### src/rtl/dmem_arb_pkg.sv
// Shared types and helpers for the two-port data-memory arbiter.
// Holds the FSM encoding, the port identifier type and the address-range check.
package dmem_arb_pkg;

    typedef enum logic [1:0] {
        IDLE = 2'd0,
        OWN0 = 2'd1,
        OWN1 = 2'd2
    } arb_state_t;

    typedef logic port_id_t;

    // The byte address is zero-extended to 64 bits by the caller.
    function automatic logic addr_legal(input logic [63:0] addr, input logic [63:0] depth);
        return (addr[1:0] == 2'b00) && ({2'b00, addr[63:2]} < depth);
    endfunction

endpackage

### src/rtl/dmem_rr_picker.sv
// Two-way round-robin pick: a sole requester wins; on a tie the port that
// did not win most recently (the one other than last_i) wins.
module dmem_rr_picker
    import dmem_arb_pkg::*;
(
    input  logic [1:0] valid_i,
    input  port_id_t   last_i,
    output logic [1:0] grant_o
);

    always_comb begin
        grant_o = 2'b00;
        case (valid_i)
            2'b01:   grant_o = 2'b01;
            2'b10:   grant_o = 2'b10;
            2'b11:   grant_o = last_i ? 2'b01 : 2'b10;
            default: grant_o = 2'b00;
        endcase
    end

endmodule

### src/rtl/dmem_arbiter.sv
// Shares one async-read / sync-write data memory between the CPU (port 0)
// and the DMA/debug loader (port 1) with round-robin, locked bursts and range checks.
module dmem_arbiter
    import dmem_arb_pkg::*;
#(
    parameter int n         = 32,
    parameter int DEPTH     = 64,
    parameter int MAX_BURST = 4
) (
    input  logic         clk,
    input  logic         rst_n,

    input  logic         req0_valid,
    output logic         req0_ready,
    input  logic         req0_we,
    input  logic         req0_lock,
    input  logic [n-1:0] req0_addr,
    input  logic [n-1:0] req0_wdata,
    output logic         req0_rvalid,
    output logic [n-1:0] req0_rdata,
    output logic         req0_err,

    input  logic         req1_valid,
    output logic         req1_ready,
    input  logic         req1_we,
    input  logic         req1_lock,
    input  logic [n-1:0] req1_addr,
    input  logic [n-1:0] req1_wdata,
    output logic         req1_rvalid,
    output logic [n-1:0] req1_rdata,
    output logic         req1_err,

    output logic         mem_we,
    output logic [n-1:0] mem_addr,
    output logic [n-1:0] mem_wdata,
    input  logic [n-1:0] mem_rdata,

    output arb_state_t   dbg_state_o
);

    // Handshake: a request transfers on a cycle where valid & ready are both high.
    // ready is combinational from the grant; a requester holds every request input
    // stable while valid & !ready. Responses (rvalid/err) follow one cycle later.

    localparam int CNT_W = $clog2(MAX_BURST + 1);

    arb_state_t       state_q, state_d;
    port_id_t         last_q, last_d;
    logic [CNT_W-1:0] cnt_q, cnt_d;
    logic [CNT_W-1:0] cnt_inc;

    logic [1:0]       pick;
    logic [1:0]       grant;

    logic             sel_we;
    logic [n-1:0]     sel_addr;
    logic [n-1:0]     sel_wdata;
    logic             sel_legal;

    logic [1:0]       rvalid_q;
    logic [1:0]       err_q;
    logic [n-1:0]     rdata0_q;
    logic [n-1:0]     rdata1_q;

    dmem_rr_picker u_picker (
        .valid_i (({req1_valid, req0_valid})),
        .last_i  (last_q),
        .grant_o (pick)
    );

    assign cnt_inc = (cnt_q == CNT_W'(MAX_BURST)) ? cnt_q : cnt_q + CNT_W'(1);

    always_comb begin
        state_d = state_q;
        last_d  = last_q;
        cnt_d   = cnt_q;
        grant   = 2'b00;
        case (state_q)
            IDLE: begin
                grant = pick;
                if (pick != 2'b00) begin
                    last_d = pick[1];
                    if (MAX_BURST > 1 && (pick[1] ? req1_lock : req0_lock)) begin
                        state_d = pick[1] ? OWN1 : OWN0;
                        cnt_d   = CNT_W'(1);
                    end
                end
            end
            OWN0: begin
                grant = {1'b0, req0_valid};
                if (!req0_valid || !req0_lock || cnt_inc == CNT_W'(MAX_BURST)) begin
                    state_d = IDLE;
                    cnt_d   = '0;
                    last_d  = 1'b0;
                end else begin
                    cnt_d = cnt_inc;
                end
            end
            OWN1: begin
                grant = {req1_valid, 1'b0};
                if (!req1_valid || !req1_lock || cnt_inc == CNT_W'(MAX_BURST)) begin
                    state_d = IDLE;
                    cnt_d   = '0;
                    last_d  = 1'b1;
                end else begin
                    cnt_d = cnt_inc;
                end
            end
            default: begin
                state_d = IDLE;
                cnt_d   = '0;
            end
        endcase
        // Nothing is accepted while reset is asserted, so an in-flight request is dropped.
        if (!rst_n) begin
            grant = 2'b00;
        end
    end

    always_ff @(posedge clk) begin
        if (!rst_n) begin
            state_q <= IDLE;
            last_q  <= 1'b1;
            cnt_q   <= '0;
        end else begin
            state_q <= state_d;
            last_q  <= last_d;
            cnt_q   <= cnt_d;
        end
    end

    always_comb begin
        sel_we    = 1'b0;
        sel_addr  = '0;
        sel_wdata = '0;
        if (grant[0]) begin
            sel_we    = req0_we;
            sel_addr  = req0_addr;
            sel_wdata = req0_wdata;
        end else if (grant[1]) begin
            sel_we    = req1_we;
            sel_addr  = req1_addr;
            sel_wdata = req1_wdata;
        end
    end

    assign sel_legal  = addr_legal(64'(sel_addr), 64'(DEPTH));

    assign mem_we     = (grant != 2'b00) && sel_we && sel_legal;
    assign mem_addr   = sel_addr;
    assign mem_wdata  = sel_wdata;

    assign req0_ready = grant[0];
    assign req1_ready = grant[1];

    // Illegal reads still respond, but with zero data.
    always_ff @(posedge clk) begin
        if (!rst_n) begin
            rvalid_q <= 2'b00;
            err_q    <= 2'b00;
            rdata0_q <= '0;
            rdata1_q <= '0;
        end else begin
            rvalid_q <= grant & {~req1_we, ~req0_we};
            err_q    <= grant & {2{~sel_legal}};
            if (grant[0] && !req0_we) begin
                rdata0_q <= sel_legal ? mem_rdata : '0;
            end
            if (grant[1] && !req1_we) begin
                rdata1_q <= sel_legal ? mem_rdata : '0;
            end
        end
    end

    assign req0_rvalid = rvalid_q[0];
    assign req1_rvalid = rvalid_q[1];
    assign req0_err    = err_q[0];
    assign req1_err    = err_q[1];
    assign req0_rdata  = rdata0_q;
    assign req1_rdata  = rdata1_q;
    assign dbg_state_o = state_q;

endmodule

### config.mk
export PLATFORM = sky130hd
export DESIGN_NAME = dmem_arbiter
export DESIGN_NICKNAME = d
export VERILOG_FILES = /design/src/rtl/dmem_arb_pkg.sv /design/src/rtl/dmem_rr_picker.sv /design/src/rtl/dmem_arbiter.sv
export SDC_FILE = /design/constraint.sdc
export NUM_CORES = 1
export LEC_CHECK = 0
export BUFFER_PORTS_ARGS = -buffer_cell sky130_fd_sc_hd__clkbuf_2
export CAP_MARGIN = 10
export CORE_MARGIN = 2
export CORE_UTILIZATION = 29
export DETAILED_ROUTE_END_ITERATION = 7
export MAX_ROUTING_LAYER = met4
export PLACE_DENSITY = 0.63
export RECOVER_POWER = 50
export SLEW_MARGIN = 15
export SYNTH_ARGS = -nofsm -noshare
export SYNTH_HDL_FRONTEND = slang
export SYNTH_SLANG_ARGS = --single-unit
### constraint.sdc
create_clock -name clk -period 13.8 [get_ports clk]
set_clock_uncertainty 0.1 [all_clocks]
set_input_delay 4.14 -clock clk [delete_from_list [all_inputs] [get_ports clk]]
set_output_delay 4.14 -clock clk [all_outputs]
set_load 0.01 [all_outputs]
# ---- Yosys cells after proc, flatten, opt, wreduce, memory -nomap -nowiden
# Index checks and enable logic that the tools add are counted.
dict set report word_totals {
  out_inout_bits 137
  ff_bits 74
  word_cells 76
}
dict set report op_classes {
  n_lt_le_gt_ge 1
  bitwise_logic 5
  n_mux 28
  n_reduce_logical 23
  n_eq_ne 11
  n_addsub 1
}
# op count
set op_table {}
lappend op_table {{$mux W32} 5}
lappend op_table {{$lt A30 B7 Y1 const B} 1}
lappend op_table {{$pmux W2 S3} 3}
lappend op_table {{$mux W3} 5}
lappend op_table {{$mux W2} 7}
lappend op_table {{$pmux W3 S3} 1}
lappend op_table {{$ne A2 B2 Y1 const B} 4}
lappend op_table {{$reduce_and A4 Y1} 2}
lappend op_table {{$eq A2 B2 Y1 const B} 3}
lappend op_table {{$eq A3 B3 Y1 const B} 2}
lappend op_table {{$logic_not A1 Y1} 6}
lappend op_table {{$mux W1} 6}
lappend op_table {{$logic_and A1 B1 Y1} 5}
lappend op_table {{$and A2 B2 Y2} 2}
lappend op_table {{$eq A2 B1 Y1 const B} 2}
lappend op_table {{$logic_not A2 Y1} 2}
lappend op_table {{$logic_or A1 B1 Y1} 4}
lappend op_table {{$reduce_bool A2 Y1} 2}
lappend op_table {{$add A3 B1 Y3 const B} 1}
lappend op_table {{$not A1 Y1} 3}
lappend op_table {{$pmux W1 S3} 1}
lappend op_table {{$reduce_bool A3 Y1} 1}
lappend op_table {{$reduce_and A2 Y1} 1}

# ---- Depth between registers and ports, before layout
dict set report logic_depth {
  word_depth 10
  mapped_depth 13
  depth_no_buf 10
}

# ---- Cells and area by module
# Synthesis repeated with hierarchy kept, for this count alone.
dict set report unflattened {
  hier_cells 468
  hier_area_um2 4020.1
}
# module instances cells_per_inst area_per_inst_um2 seq_area_each_um2
set modules_own_cells {}
lappend modules_own_cells {dmem_arbiter 1 465 4001.3 1481.4}
lappend modules_own_cells {dmem_rr_picker 1 3 18.8 0.0}

# ---- Worst setup path after synthesis
# Ideal clock, no wire load.
dict set report synth_timing {
  kind {input to output}
  from {in rst_n}
  to {out mem_we}
  stages 9
  t_arrival_ns 6.574
  t_required_ns 9.560
  slack_ns 2.986
  path_cell_list {buf_2 nor2b_1 buf_2 and3_1 a32o_1 or4_1 or4_4 buf_6 nor4_1}
}
dict set report synth_via {
  elab_chain_len 6
  elab_cells_between_ends 11
}
# element line
set synth_rtl {}
lappend synth_rtl {{from (decl)} dmem_arbiter.sv:11} ;# input logic rst_n,
lappend synth_rtl {{$mux W2 *} dmem_arbiter.sv:115} ;# if (!rst_n) begin
lappend synth_rtl {{$mux W32} dmem_arbiter.sv:140} ;# end else if (grant[1]) begin
lappend synth_rtl {{$mux W32 *} dmem_arbiter.sv:136} ;# if (grant[0]) begin
lappend synth_rtl {{net mem_addr[21]} dmem_arbiter.sv:34} ;# output logic [n-1:0] mem_addr,
lappend synth_rtl {{$lt A30 B7 Y1 *} dmem_arb_pkg.sv:15} ;# return (addr[1:0] == 2'b00) && ({2'b00, addr[63:2]} < depth);
lappend synth_rtl {{$logic_and A1 B1 Y1 *} dmem_arb_pkg.sv:15}
lappend synth_rtl {{$logic_and A1 B1 Y1 *} dmem_arbiter.sv:149} ;# assign mem_we = (grant != 2'b00) && sel_we && sel_legal;
lappend synth_rtl {{to (decl)} dmem_arbiter.sv:33} ;# output logic mem_we,
# Mark *: on every way through the listed nets, which the timed path passes. The rest lies on a longest branch.

# ---- Worst setup path after layout
dict set report layout_timing {
  from {in rst_n}
  to {out mem_we}
}
dict set report layout_via {
  elab_chain_len 6
  elab_cells_between_ends 11
}
# element line
set layout_rtl {}
lappend layout_rtl {{$mux W2 *} dmem_arbiter.sv:115}
lappend layout_rtl {{$mux W32} dmem_arbiter.sv:140}
lappend layout_rtl {{$mux W32} dmem_arbiter.sv:136}
lappend layout_rtl {{$lt A30 B7 Y1 or $logic_not A2 Y1 (tied branches)} dmem_arb_pkg.sv:15}
lappend layout_rtl {{$logic_and A1 B1 Y1} dmem_arb_pkg.sv:15}
lappend layout_rtl {{$logic_and A1 B1 Y1 *} dmem_arbiter.sv:149}
# Every way passes the cells marked *; elsewhere a longest branch is shown, timed or not.

==> flow_metrics.py <==
metrics = {
    "synth": {
        "synth-seq-cells": 74,
        "yosys_warnings": 0,
        "syn_inst": 581,
        "synth_top_cell_area_share": 0.3304,
        "ys_seq_area_frac": 0.3304,
        "postSynthAreaPerCell_sq_um": 7.718,
        "yosysUniqueCellTypes": 44,
        "syn_nets": 755,
        "yosys.area.top_type": "dfxtp_1",
        "synth_area_leaders": "dfxtp_1 33%, o31ai_2 14%, nand2_1 13%",
        "synth_edf_count": 0,
        "synth-async-reset-ratio": 0,
        "netlist_area_sq_um": 4484,
        "synth_ff_type": "dfxtp_1",
    },
    "cells_and_area": {
        "mostFrequentLayoutCells": "231 x clkbuf_2, 153 x nand2_1, 103 x nand3_1",
        "final_util": 0.4114,
        "layout_commonest_cell": "clkbuf_2",
        "fin_nets": 1021,
        "drive_gt1_frac": 0.3545,
        "syn2layout_area_growth_pct": 38.95,
    },
    "global_route": {
        "grtUsageTotal": 0.2046,
        "grt_max_degree": 72,
        "grt_pass1_wl_um": 26130,
        "antenna_found_initial": 1,
        "globalRouteOverflowTotal": 0,
        "grt_pass1_vias": 4993,
    },
    "power_and_ir_drop": {
        "ir_drop_uv": 60.25,
        "seqPwrFrac": 0.312,
        "power_frac_clock": 0.332,
        "power_mw": 0.7136,
        "p_leak_nw": 2.895,
        "switchingPower_mw": 0.2632,
        "combPwrFrac": 0.356,
        "p_per_area_nw_per_um2": 114.5,
        "p_int_mw": 0.4504,
        "swShare": 0.3689,
    },
    "route": {
        "vias": 5269,
        "wirelength_um": 17070,
        "drtAntennaViolNets": 0,
        "drtIter0Drc": 333,
        "wl_per_cell_um": 16.38,
        "vias_per_cell": 5.057,
        "route.detailed.drc": 0,
        "firstDrtPassIters": 5,
    },
    "setup_path": {
        "cpMostUsedCell": "clkbuf_1",
        "cp_num_buf_inv": 5,
        "worstSetupPathType": "primary input to output pin",
        "end_kind": "output pin",
        "cp.required_ps": 9560,
        "arrival_ps": 7800,
        "path_max_fanout": 71,
        "cp_top_family": "buffers and inverters",
        "startpoint_type": "primary input",
        "max_stage_delay_ps": 1230,
        "crit_chain": "clkbuf_1 -> buf_4 -> nand2b_1 -> a21o_1 -> inv_1 -> clkbuf_1 -> a21oi_1 -> nor4_1 -> clkbuf_2",
        "crit_slowest_cell": "clkbuf_1",
    },
    "clocking": {
        "cts_buffer_depth": 2,
        "clk_pin_slew_ps": 60,
        "clockRootBuffer": "clkbuf_16",
        "clock_sinks": 74,
        "post_cts_buffers": 0,
        "insertion_delay_ps": 330,
        "cts_buffers": 9,
        "h-tree-depth": 3,
        "cts_hold_buf": 0,
        "cts_resized": 0,
        "cts_tree": "built",
    },
    "sta": {
        "setup_viol": 0,
        "fmax_ghz": 0.08308,
        "worst_pin_slew_ps": 1746,
        "period_share": 0.8722,
        "period_needed_ps": 12040,
        "final_max_slew_viol_count": 76,
        "setup_tns_ps": 0,
        "fin_worst_hold_slack_ps": 362.1,
        "max_slew_margin": -0.1638,
        "hold_viol_final": 0,
        "rsz0062_at_grt": "no",
        "fin_ws_ps": 1764,
    },
    "floorplanning": {
        "die_area_sq_um": 16470,
        "initial_core_util": 0.2961,
        "die_height_um": 128.4,
        "die_w_um": 128.4,
        "row_count": 45,
        "core_sq_um": 15150,
        "io_pins": 305,
    },
    "place": {
        "port_buffers": 304,
        "gp_congestion": 0.9013,
        "dp_hpwl_um": 12350,
        "place_ws_ps": 2153,
    },
    "run": {
        "cap_viol_max_count": 2,
    },
    "outcome": {
        "status": "finished with violations",
        "violations": "max-capacitance violations, max-slew violations",
    },
    "hold_path": {
        "hp-class": "register to register",
    },
}
-- metal layers --
layer  part of all wire  global-route usage
met5                  0                   -
met4              0.023             0.06012
met3              0.076             0.05655
met2               0.45              0.3057
met1               0.45              0.2701
-- synthesized netlist by cell type, drive strengths merged, types with 2 or more instances --
cell type,count
a21boi,6
a21o,5
a21oi,8
a22oi,6
a32o,15
a32oi,4
and2,2
and3,20
and4,2
buf,17
clkbuf,42
dfxtp,74
ha,6
inv,12
mux2i,2
nand2,153
nand2b,3
nand3,103
nor2,10
nor2b,2
nor3b,2
nor4,3
o21ai,4
o31ai,64
or4,3
-- logic make-up (layout without fill, tap and decap cells) --
| kind of cell | Yosys count | in the layout | synth area share |
|---|---|---|---|
| compound gates | 119 | 119 | 0.2598 |
| xor+xnor | 1 | 1 | 0.001953 |
| fa+ha+maj | 6 | 6 | 0.01674 |
| buf+inv | 72 | 343 | 0.07394 |
| flops | 74 | 74 | 0.3304 |
| mux | 2 | 2 | 0.004464 |
| other cells | 0 | 2 | 0 |
| simple gates | 307 | 307 | 0.3128 |
-- state kept, by name, indices dropped and copies added (netlist names) --
signal	cells
err_q	2
rvalid_q	2
cnt_q	3
req0_rdata	32
dbg_state_o	2
req1_rdata	32
last_q	1
-- tightest hold or removal path, cell delays in order (launching register included) --
cell,delay (ps)
dfxtp_1,310
nand3_1,60
o31ai_1,50
-- per-stage QoR --
step | cells | instance area, sq um
after floorplan | 581 | 4484
after global placement | 1024 | 6036
after detailed placement | 1024 | 6036
after CTS | 1040 | 6335
after global routing | 1041 | 6228
final | 1042 | 6231
-- area by class of cell --
cell class	instances	area, sq um
antenna	2	5.005
clock buffer	14	264.0
clock inverter	2	35.03
fill	1633	8915
inverter	13	48.80
multi-input combinational	435	2664
sequential	74	1481
tap	188	235.2
timing repair buffer	314	1498
-- path summary, 6_finish.rpt --
check,start,endpoint,slack [ps],cells past startpoint
max,rst_n,mem_we,1760,9
min,req1_rdata[3],req1_rdata[3],360,2
max reg2reg,dbg_state_o[0],req1_rdata[1],9000,10
min reg2reg,req1_rdata[3],req1_rdata[3],360,2
-- power groups by stage --
| stage | Sequential, mW | Combinational (mW) | Clock, mW |
|---|---|---|---|
| CTS | 0.223 | 0.258 | 0.243 |
| finish | 0.223 | 0.254 | 0.237 |
| floorplan | 0.229 | 0.171 | 0 |
| global route | 0.224 | 0.279 | 0.250 |
| global placement | 0.228 | 0.256 | 0 |
| detailed placement | 0.228 | 0.257 | 0 |
Power figures use the tool's default switching activity.
